$ cat src/rtl/ctrl_pkg.sv
// Shared types and constants for the controller: state encoding, opcodes, ALU selects.
// CTRL_ILLEGAL_HALT_EN: when defined, undefined opcodes decode to HALT instead of NOOP.
package ctrl_pkg;

  typedef enum logic [3:0] {
    S_INIT   = 4'd0,
    S_FETCH  = 4'd1,
    S_DECODE = 4'd2,
    S_LOAD_A = 4'd3,
    S_LOAD_B = 4'd4,
    S_STORE  = 4'd5,
    S_ADD    = 4'd6,
    S_SUB    = 4'd7,
    S_NOOP   = 4'd8,
    S_HALT   = 4'd9
  } state_e;

  localparam logic [3:0] OP_NOOP  = 4'b0000;
  localparam logic [3:0] OP_STORE = 4'b0001;
  localparam logic [3:0] OP_LOAD  = 4'b0010;
  localparam logic [3:0] OP_ADD   = 4'b0011;
  localparam logic [3:0] OP_SUB   = 4'b0100;
  localparam logic [3:0] OP_HALT  = 4'b0101;

  localparam logic [2:0] ALU_PASS = 3'b000;
  localparam logic [2:0] ALU_ADD  = 3'b001;
  localparam logic [2:0] ALU_SUB  = 3'b010;

  // Execute state entered from DECODE for a given opcode.
  function automatic state_e decode_exec(input logic [3:0] opcode);
    state_e nxt;
    case (opcode)
      OP_NOOP:  nxt = S_NOOP;
      OP_STORE: nxt = S_STORE;
      OP_LOAD:  nxt = S_LOAD_A;
      OP_ADD:   nxt = S_ADD;
      OP_SUB:   nxt = S_SUB;
      OP_HALT:  nxt = S_HALT;
`ifdef CTRL_ILLEGAL_HALT_EN
      default:  nxt = S_HALT;
`else
      default:  nxt = S_NOOP;
`endif
    endcase
    return nxt;
  endfunction

endpackage

$ cat src/rtl/program_counter.sv
// 7-bit program counter: synchronous clear has priority over increment; wraps 127 -> 0.
module program_counter (
  input  logic       clk_i,
  input  logic       clear_i,
  input  logic       inc_en_i,
  output logic [6:0] pc_o
);

  logic [6:0] pc_q;
  logic [6:0] pc_d;

  always_comb begin
    pc_d = pc_q;
    if (inc_en_i) pc_d = pc_q + 7'd1;
  end

  always_ff @(posedge clk_i) begin
    if (clear_i) pc_q <= 7'd0;
    else         pc_q <= pc_d;
  end

  assign pc_o = pc_q;

endmodule

$ cat src/rtl/controller_unit.sv
// Multi-cycle instruction controller: FETCH/DECODE/execute FSM, IR, Moore output decode.
// instr_data is expected combinationally valid for PC_addr in the same cycle.
module controller_unit
  import ctrl_pkg::*;
(
  input  logic        clk,
  input  logic        reset,
  output logic [6:0]  PC_addr,
  input  logic [15:0] instr_data,
  output logic [7:0]  D_addr,
  output logic        D_wr,
  output logic        RF_sel,
  output logic        RF_W_en,
  output logic [2:0]  ALU_s0,
  output logic [3:0]  WriteAddr,
  output logic [3:0]  rdAddrA,
  output logic [3:0]  rdAddrB,
  output logic [3:0]  state_out,
  output logic [15:0] ir_out,
  output logic        halted
);

  state_e      state_q, state_d;
  logic [15:0] ir_q, ir_d;
  logic [6:0]  pc;

  program_counter u_pc (
    .clk_i    (clk),
    .clear_i  (reset),
    .inc_en_i (state_q == S_FETCH),
    .pc_o     (pc)
  );

  always_comb begin
    state_d = state_q;
    ir_d    = ir_q;
    case (state_q)
      S_INIT:   state_d = S_FETCH;
      S_FETCH: begin
        state_d = S_DECODE;
        ir_d    = instr_data;
      end
      S_DECODE: state_d = decode_exec(ir_q[15:12]);
      S_LOAD_A: state_d = S_LOAD_B;
      S_LOAD_B, S_STORE, S_ADD, S_SUB, S_NOOP: state_d = S_FETCH;
      S_HALT:   state_d = S_HALT;
      default:  state_d = S_INIT;
    endcase
  end

  always_ff @(posedge clk) begin
    if (reset) begin
      state_q <= S_INIT;
      ir_q    <= 16'h0000;
    end else begin
      state_q <= state_d;
      ir_q    <= ir_d;
    end
  end

  // Control strobes depend on state only, so they are glitch-free relative to instr_data.
  always_comb begin
    D_addr  = 8'h00;
    D_wr    = 1'b0;
    RF_sel  = 1'b0;
    RF_W_en = 1'b0;
    ALU_s0  = ALU_PASS;
    halted  = 1'b0;
    case (state_q)
      S_LOAD_A: begin
        D_addr = ir_q[11:4];
        RF_sel = 1'b1;
      end
      S_LOAD_B: begin
        D_addr  = ir_q[11:4];
        RF_sel  = 1'b1;
        RF_W_en = 1'b1;
      end
      S_STORE: begin
        D_addr = ir_q[7:0];
        D_wr   = 1'b1;
      end
      S_ADD: begin
        ALU_s0  = ALU_ADD;
        RF_W_en = 1'b1;
      end
      S_SUB: begin
        ALU_s0  = ALU_SUB;
        RF_W_en = 1'b1;
      end
      S_HALT:  halted = 1'b1;
      default: ;
    endcase
  end

  assign PC_addr   = pc;
  assign rdAddrA   = ir_q[11:8];
  assign rdAddrB   = ir_q[7:4];
  assign WriteAddr = ir_q[3:0];
  assign state_out = state_q;
  assign ir_out    = ir_q;

endmodule

$ cat config.mk
export PLATFORM = sky130hd
export DESIGN_NAME = controller_unit
export DESIGN_NICKNAME = d
export VERILOG_FILES = /design/src/rtl/ctrl_pkg.sv /design/src/rtl/program_counter.sv /design/src/rtl/controller_unit.sv
export SDC_FILE = /design/constraint.sdc
export NUM_CORES = 1
export LEC_CHECK = 0
export CAP_MARGIN = 25
export CORE_MARGIN = 2
export CORE_UTILIZATION = 39
export CTS_CLUSTER_DIAMETER = 80
export DETAILED_ROUTE_END_ITERATION = 10
export HOLD_SLACK_MARGIN = 0.06
export PLACE_DENSITY = 0.79
export SLEW_MARGIN = 25
export SYNTH_ARGS = -nofsm -noshare
export SYNTH_HDL_FRONTEND = slang
export SYNTH_SLANG_ARGS = --single-unit
$ cat constraint.sdc
create_clock -name clk -period 2.6 [get_ports clk]
set_clock_uncertainty 0.2 [all_clocks]
set_input_delay 0.39 -clock clk [delete_from_list [all_inputs] [get_ports clk]]
set_output_delay 0.39 -clock clk [all_outputs]
set_load 0.02 [all_outputs]
# Word-level counts from Yosys, hierarchy flattened
# Index checks and enable logic that the tools add are counted.
classes:
  add_sub_neg: 1
  n_eq_ne: 14
  n_mux: 8
  reduce_logical: 4
op_table:
  columns: ["cell", "count"]
  rows:
  - ["4-bit one-hot mux with 5 select lines", 2]
  - ["4-bit by 3-bit == test with 1-bit output, second input constant", 6]
  - ["4-bit by 2-bit == test with 1-bit output, second input constant", 4]
  - ["8-bit one-hot mux with 2 select lines", 1]
  - ["4-bit by 1-bit == test with 1-bit output, second input constant", 2]
  - ["4-bit == test, second input constant", 2]
  - ["7-bit by 1-bit adder with 7-bit output, second input constant", 1]
  - ["6-bit OR reduction", 1]
  - ["4-bit zero test", 1]
  - ["1-bit 2-to-1 mux", 4]
  - ["2-bit one-hot mux with 2 select lines", 1]
  - ["3-bit OR reduction", 1]
  - ["2-bit OR reduction", 1]
totals:
  ff_bits: 27
  input_bits: 18
  out_inout_bits: 54
  wordCells: 30

# Depth between registers and ports, before layout
logic_depth:
  word_depth: 3
  mapped_depth: 6
  ltp_nobuf: 4

# Cells and area by module
# From an unflattened synthesis, not the netlist that was laid out.
unflattened:
  cells_unflattened: 164
  area_unflattened_um2: 1366.3
modules_own_cells:
  columns: ["module", "n_inst", "cells_each", "area_per_inst_um2"]
  rows:
  - ["controller_unit", 1, 135, 1093.5]
  - ["program_counter", 1, 29, 272.8]

# Worst setup path after synthesis
# No wires, ideal clock.
synth_path:
  kind: "register -> output"
  from: "reg state_q[2] (netlist: state_out[2])"
  to: "out D_addr[0]"
  arrival_time_ns: 1.969
  required_ns: 2.010
  slack_ns: 0.041
  stages_incl_launch_ff: 5
  path_buffers: 1
  cell_sequence: "dfxtp_1 > buf_2 > nand2b_1 > nor3_1 > a22o_1"
synth_via:
  elab_chain_len: 3
synth_lines:
  columns: ["item", "line", "source"]
  rows:
  - ["start: declaration", "controller_unit.sv:23", "state_e state_q, state_d;"]
  - ["start signal: assignment", "controller_unit.sv:56", "state_q <= state_d;"]
  - ["4-bit by 3-bit == test with 1-bit output or 4-bit by 2-bit == test with 1-bit output (tied branches)", "controller_unit.sv:69", "case (state_q)"]
  - ["2-bit OR reduction (no line)", null, null]
  - ["8-bit one-hot mux with 2 select lines *", "controller_unit.sv:69", null]
  - ["end: declaration", "controller_unit.sv:10", "output logic [7:0] D_addr,"]
# Every way passes the cells marked *; elsewhere a longest branch is shown, timed or not.

# Worst setup path in the final report
layout_path:
  from: "reg state_q[1] (netlist: state_out[1])"
  to: "out halted"
layout_via:
  elab_chain_len: 2
layout_lines:
  columns: ["item", "line", "source"]
  rows:
  - ["4-bit == test", "controller_unit.sv:69", null]
  - ["1-bit 2-to-1 mux", "controller_unit.sv:69", null]
  - ["end: declaration", "controller_unit.sv:20", "output logic halted"]
# Every way passes these cells.

==> results.json <==
{
  "hold_viol_final": 0,
  "final_min_period_over_clock_period": 0.935,
  "port_buffers": 70,
  "gr-usage-met1": 0.235,
  "synth_top_area_share": 0.397,
  "coreArea_um2": 3340,
  "post_synth_most_frequent_cells": "nand2_1, dfxtp_1, a21oi_1, buf_4, a22o_1",
  "synth_top_area_cells": "dfxtp_1, nand2_1, a21oi_1",
  "cts.reportedPaths.clkPinSlew_ps": 150,
  "via_count": 1381,
  "std_cell_rows": 21,
  "met3_usage": 0.0393,
  "grt_pass1_wl_um": 5840,
  "number_of_global_route_vias_before_repair": 1246,
  "outcome": "finished, final reports clean",
  "groute.usage.overall": 0.183,
  "detail_route.first_pass.iterations": 4,
  "detailed_route_wire_length_per_cell_um": 12.8,
  "initial_core_util": 0.408,
  "fin_crit_ps": 2430,
  "dieArea_um2": 3980,
  "die_h_um": 63.1,
  "synth.yosys.seq_area_share": 0.397,
  "crit_path_max_incr_delay_ps": 660,
  "number_of_distinct_library_cells_after_synthesis": 36,
  "fraction_of_layout_instances_using_a_drive_strength_above_1": 0.112,
  "fin_worst_hold_slack_ps": 287,
  "worstSetupEndpointType": "output port",
  "slew_violations": 0,
  "use_met2": 0.301,
  "cpMaxStageDelayCell": "clkdlybuf4s50_1",
  "tritoncts_sink_count": 27,
  "cellLeakagePower_nw": 0.766,
  "grt_busiest_layer": "met2",
  "arrival_time_worst_endpoint_ps": 1840,
  "overflow": 0,
  "synth_fp_nets": 192,
  "finalNonFillerCells": 279,
  "final_design_area_no_fill_um2": 2070,
  "die-width_um": 63.1,
  "power.ir.vdd_worst_mv": 0.416,
  "dpl.hpwl_um": 2630,
  "pwr_density_cell_nw_per_um2": 588,
  "yosys_warnings": 0,
  "drtIter0Drc": 49,
  "netlist_area_um2": 1360,
  "cp.required_ps": 2010,
  "antenna_cells_inserted": 0,
  "ant_nets": 0,
  "synth_most_common_cell": "nand2_1",
  "numCtsBuffers": 3,
  "io-pin-count": 72,
  "worstHoldPathType": "flop to flop",
  "grt_antenna_before_repair": 0,
  "routabilityCongestion": 0.761,
  "fmax_mhz": 411,
  "clock_insertion_delay_worst_skew_ps": 330,
  "max_cap_viol_count": 0,
  "post-place-cells": 275,
  "final-setup-viol-count": 0,
  "wirelength_um": 3580,
  "syn_inst": 173,
  "grt_max_degree": 19,
  "synth-edff-count": 0,
  "drt_drc_violations_left": 0,
  "yosys.area.top_type": "dfxtp_1",
  "crit_chain": "buf_4 > nor4bb_2 > clkdlybuf4s50_1",
  "synth-main-ff-cell": "dfxtp_1",
  "avgSynthCellArea_um2": 7.87,
  "clock_tree.buffer_depth": 2,
  "cts-root-buf": "clkbuf_4",
  "drt-vias-per-instance": 4.95,
  "finalSetupTns_ps": 0,
  "post_dp_cell_area_um2": 2070,
  "ys_seq_elements": 27,
  "critPathLaunchType": "flop",
  "layout.nets": 253,
  "clock_tree.htree_level_count": 1,
  "crit_type": "flop to output port",
  "grt_setup_unrepaired": "no",
  "layout-area-overhead-vs-synth_pct": 51.8,
  "crit_path_max_fanout": 13,
  "synth-async-reset-ratio": 0,
  "cts_tree": "built"
}
what timing repair did:
| action | in CTS | in global routing |
|---|---|---|
| endpoints found under the setup margin | 9 | 10 |
| hold buffers | 0 | 0 |
| setup buffers | 0 | 0 |
| gates cloned | 0 | 0 |
| resized for setup | 9 | 18 |
layout make-up:
| class | instances | area, um^2 |
|---|---|---|
| clock buffer | 3 | 22.5 |
| multi-input combinational | 120 | 682 |
| tap | 46 | 57.6 |
| sequential | 27 | 541 |
| inverter | 2 | 7.51 |
| fill | 321 | 1270 |
| timing repair buffer | 80 | 749 |
| clock inverter | 1 | 7.51 |
placed cells by master, fill, tap and decap left out, drive strengths merged:
master         Yosys  routed
dfxtp             27      27
nor3               1       1
o211ai             1       1
clkinvlp           0       1
conb               1       1
dlygate4sd2        0       1
a22oi              1       1
a21oi             25      25
nor2b              4       4
and2               1       1
nor3b              2       2
nand3              4       4
clkbuf             6      11
or4                2       2
o21ai              7       7
inv                2       2
nand2b             2       2
o31ai              2       2
and3               2       2
nand4              1       1
o21bai             1       1
nor2               6       6
nand2             35      35
clkdlybuf4s50      0      60
nand3b             2       2
a31oi              1       1
ha                 1       1
or4b               1       1
xnor2              1       1
or3b               1       1
or3                4       4
nor4bb             1       1
a2111oi            1       1
buf               18      10
a22o               8       8
nor4b              1       1
dlymetal6s2s       0       1
critical path, delay by kind of cell (launching register included):
| family | cells | cell delay, ps |
|---|---|---|
| flip-flops | 1 | 340 |
| AND/OR/NAND/NOR | 1 | 340 |
| buffers and inverters | 2 | 830 |
path summary, 6_finish.rpt:
check        depth (start not counted)          from  slack (ps)           end
min                                  2  u_pc.pc_o[6]         290  u_pc.pc_o[6]
min reg2reg                          2  u_pc.pc_o[6]         290  u_pc.pc_o[6]
max                                  3  state_out[1]         170        halted
max reg2reg                          4  state_out[1]         380  u_pc.pc_o[5]
cell families after synthesis:
family                     count (synthesis)  synth area share
DFF                                       27             0.397
adders and majority gates                  1           0.00919
other                                      1           0.00275
and+or+nand+nor                           70             0.261
xor gates and xnor gates                   1           0.00643
buffers and inverters                     26             0.113
AOI/OAI and AO/OA                         47             0.210
layer usage:
metal,vias to the layer above,routed length (um)
met5,-,0
met1,619,1520
li1,706,-
met2,52,1720
met3,4,305
met4,0,34
where the power goes:
group	leakage, nW	internal [mW]	switching (mW)
sequential	0.220	0.462	0.0530
clock	0.0139	0.0589	0.125
combinational	0.532	0.242	0.274
total	0.766	0.763	0.452
registers in the layout, summed over array words and instances, names as in the netlist:
signal     cells
ir_out        16
u_pc.pc_o      7
state_out      4
metrics by stage:
step | total power [mW] | setup slack, ps | utilization
4_1_cts | 1.23 | 18.1 | 0.626
3_5_place_dp | 1.04 | 146 | 0.620
2_1_floorplan | 0.828 | 41.4 | -
5_1_grt | 1.29 | 67.0 | 0.619
3_3_place_gp | 1.04 | 181 | 0.620
6_report | 1.21 | 169 | 0.619
Power figures use the tool's default switching activity.
==> edit, RTL diff (config.mk and constraints unchanged) <==
Build with the macro `CTRL_ILLEGAL_HALT_EN` defined.
--- a/src/rtl/ctrl_pkg.sv
+++ b/src/rtl/ctrl_pkg.sv
@@ -1,5 +1,7 @@
 // Shared types and constants for the controller: state encoding, opcodes, ALU selects.
 // CTRL_ILLEGAL_HALT_EN: when defined, undefined opcodes decode to HALT instead of NOOP.
+`define CTRL_ILLEGAL_HALT_EN
+
 package ctrl_pkg;
 
   typedef enum logic [3:0] {
Function: changed (a bounded check fails within 4 cycles, from zero or initial values and one cycle with reset high).
==> edit against the original RTL <==
Sequential power is 3% lower; total power shrank 7.8%; global-route usage shrank 0.78 points; count of clock-buffer cells in the layout stayed put; register-to-register slack gained 0.06 ns; largest power group is now registers; critical path type unchanged; wire length fell by 0.92%; area after synthesis rose by 2.7%; clock power about the same; final cell count up 1.4%; sequential cell count unchanged; highest routed layer unchanged; final area increased by 3.6%; worst setup slack got worse by 0.050 ns; fmax shrank 2.0%; largest cell class unchanged.
==> edit: results (changes against the original RTL) <==
| Metric | Value |
|---|---|
| Met2 Use GR | 29.43% (-0.63 points) |
| Hold EP | ir_out[10] |
| Synth top area cells | dfxtp_1 (39%), nand2_1 (9.7%), a21oi_1 (7.5%) |
| Area of the multi-input gates | 710.7 um2 (+4.2%) |
| Clock slew at reported path FFs | 0.15 ns (about the same) |
| First-pass GRT wire length | 5816 um (-0.36%) |
| CTS max path bufs | 2 (unchanged) |
| Clock buffers and inverters, area share | 1.403% (-0.050 points) |
| Slowest cell on crit path | dfxtp_1 |
| Post-DP Area | 0.002087 mm2 (+0.85%) |
| Detailed Routing Iterations Pass 1 | 5 (+1) |
| Post-synthesis mux area share | 1.611% (+1.6 points) |
| Fin util | 63.16% (+1.2 points) |
| Number of global-route vias before repair | 1,206 (-3.2%) |
| Critical Path Max Stage Delay | 0.34 ns (-0.32 ns) |
| Met3 GRT Util | 2.641% (-1.3 points) |
| Status | finished, final reports clean |
| Final-layout fill cell count | 312 (-2.8%) |
| Mean post-synth cell area | 8.079 um2 (+2.7%) |
| Multi-input gate count | 118 (-1.7%) |
| Place WS | 0.1016 ns (-0.04431 ns) |
| Most instantiated cells after synthesis | nand2_1 (36), dfxtp_1 (27), a21oi_1 (21), buf_4 (13), a22o_1 (8) |
| Hold path startpoint | ir_out[10] |
| DPL Wire Length | 2598 um (-1.1%) |
| Maximum VDD drop | 0.3909 mV (-6.1%) |
| Register-to-Register Path Depth | 5 (+1) |
| LEAKAGE | 0.7930 nW (+3.5%) |
| Gp weighted congestion | 0.7096 (-6.7%) |
| Adder-Cell Fraction of Synth Area | 0.8953% (-0.024 points) |
| R2r startpoint | state_out[1] |
| 1st-iter DRT viols | 52 (+6.1%) |
| Largest net degree at the start of global routing | 17 (-2) |
| Critical R2R Capture | u_pc.pc_o[2] |
| R2R setup slack | 0.44 ns (+0.06 ns) |
| Signal buffers share of area | 36.53% (+0.27 points) |
| Int Power | 0.0007231 W (-5.2%) |
| Post-synthesis sequential area ratio | 38.68% (-1.0 points) |
| M1 GR Usage | 23.47% (about the same) |
| WL/cell | 12.54 um (-2.3%) |
| WP data arrival | 1.89 ns (+0.05 ns) |
| Signal inverters | 5 (+3) |
| Vias/cell | 4.841 (-2.2%) |
| Layout cells sized above 1 | 10.97% (-0.19 points) |
| Vias after detailed routing | 1,370 (-0.80%) |
-- edit: changes by cell type in the layout (fill, tap and decap cells not counted), sizes merged, moves of 3 or more --
cell | before | now
o21ai | 7 | 3
clkbuf | 11 | 5
buf | 10 | 13
dlygate4sd2 | 1 | 5
inv | 2 | 5
-- edit: cell families (layout without fill, tap and decap cells) --
group                      Yosys count  in the layout
other                                1              1
buffers and inverters               29             92
adders and majority gates            1              1
xor gates and xnor gates             2              2
DFF                                 27             27
muxes                                2              2
AOI/OAI and AO/OA                   43             44
and+or+nand+nor                     68             68
-- edit: layer usage --
layer,vias to the layer above,share of wire (%),wire length [um]
met2,37,49,1733
li1,704,-,-
met4,0,0.54,19
met3,2,4.7,167
met1,627,46,1628
met5,-,0,0
-- edit: power by group through the flow --
stage	Sequential (W)	Combinational (W)	Clock [W]
final	0.000501	0.000436	0.000184
after global routing	0.000508	0.000472	0.000211
after CTS	0.000501	0.000439	0.000192
after detailed placement	0.000509	0.000431	0
after global placement	0.000508	0.000428	0
after floorplan	0.000549	0.000215	0
-- edit: worst max path at each step --
stage,depth (start not counted),slack (ns),end,from
4_1_cts,7,0.005,D_addr[2],state_out[2]
6_report,6,0.12,D_addr[4],state_out[2]
5_1_grt,6,0.002,D_addr[4],state_out[2]
3_5_place_dp,4,0.10,D_addr[0],state_out[1]
2_1_floorplan,4,0.22,D_addr[0],state_out[2]
3_3_place_gp,4,0.15,D_addr[4],state_out[1]
-- edit: what timing repair did --
item	CTS	global route
cloned	1	0
gates resized for setup	12	5
endpoints found under the setup margin	9	4
pin swaps	2	0
buffers inserted	3	0
hold buffers	0	0
-- edit: worst min-delay path: stages (launching register included) --
cell     delay [ns]
dfxtp_1        0.36
nand2_1        0.06
a21oi_1        0.05
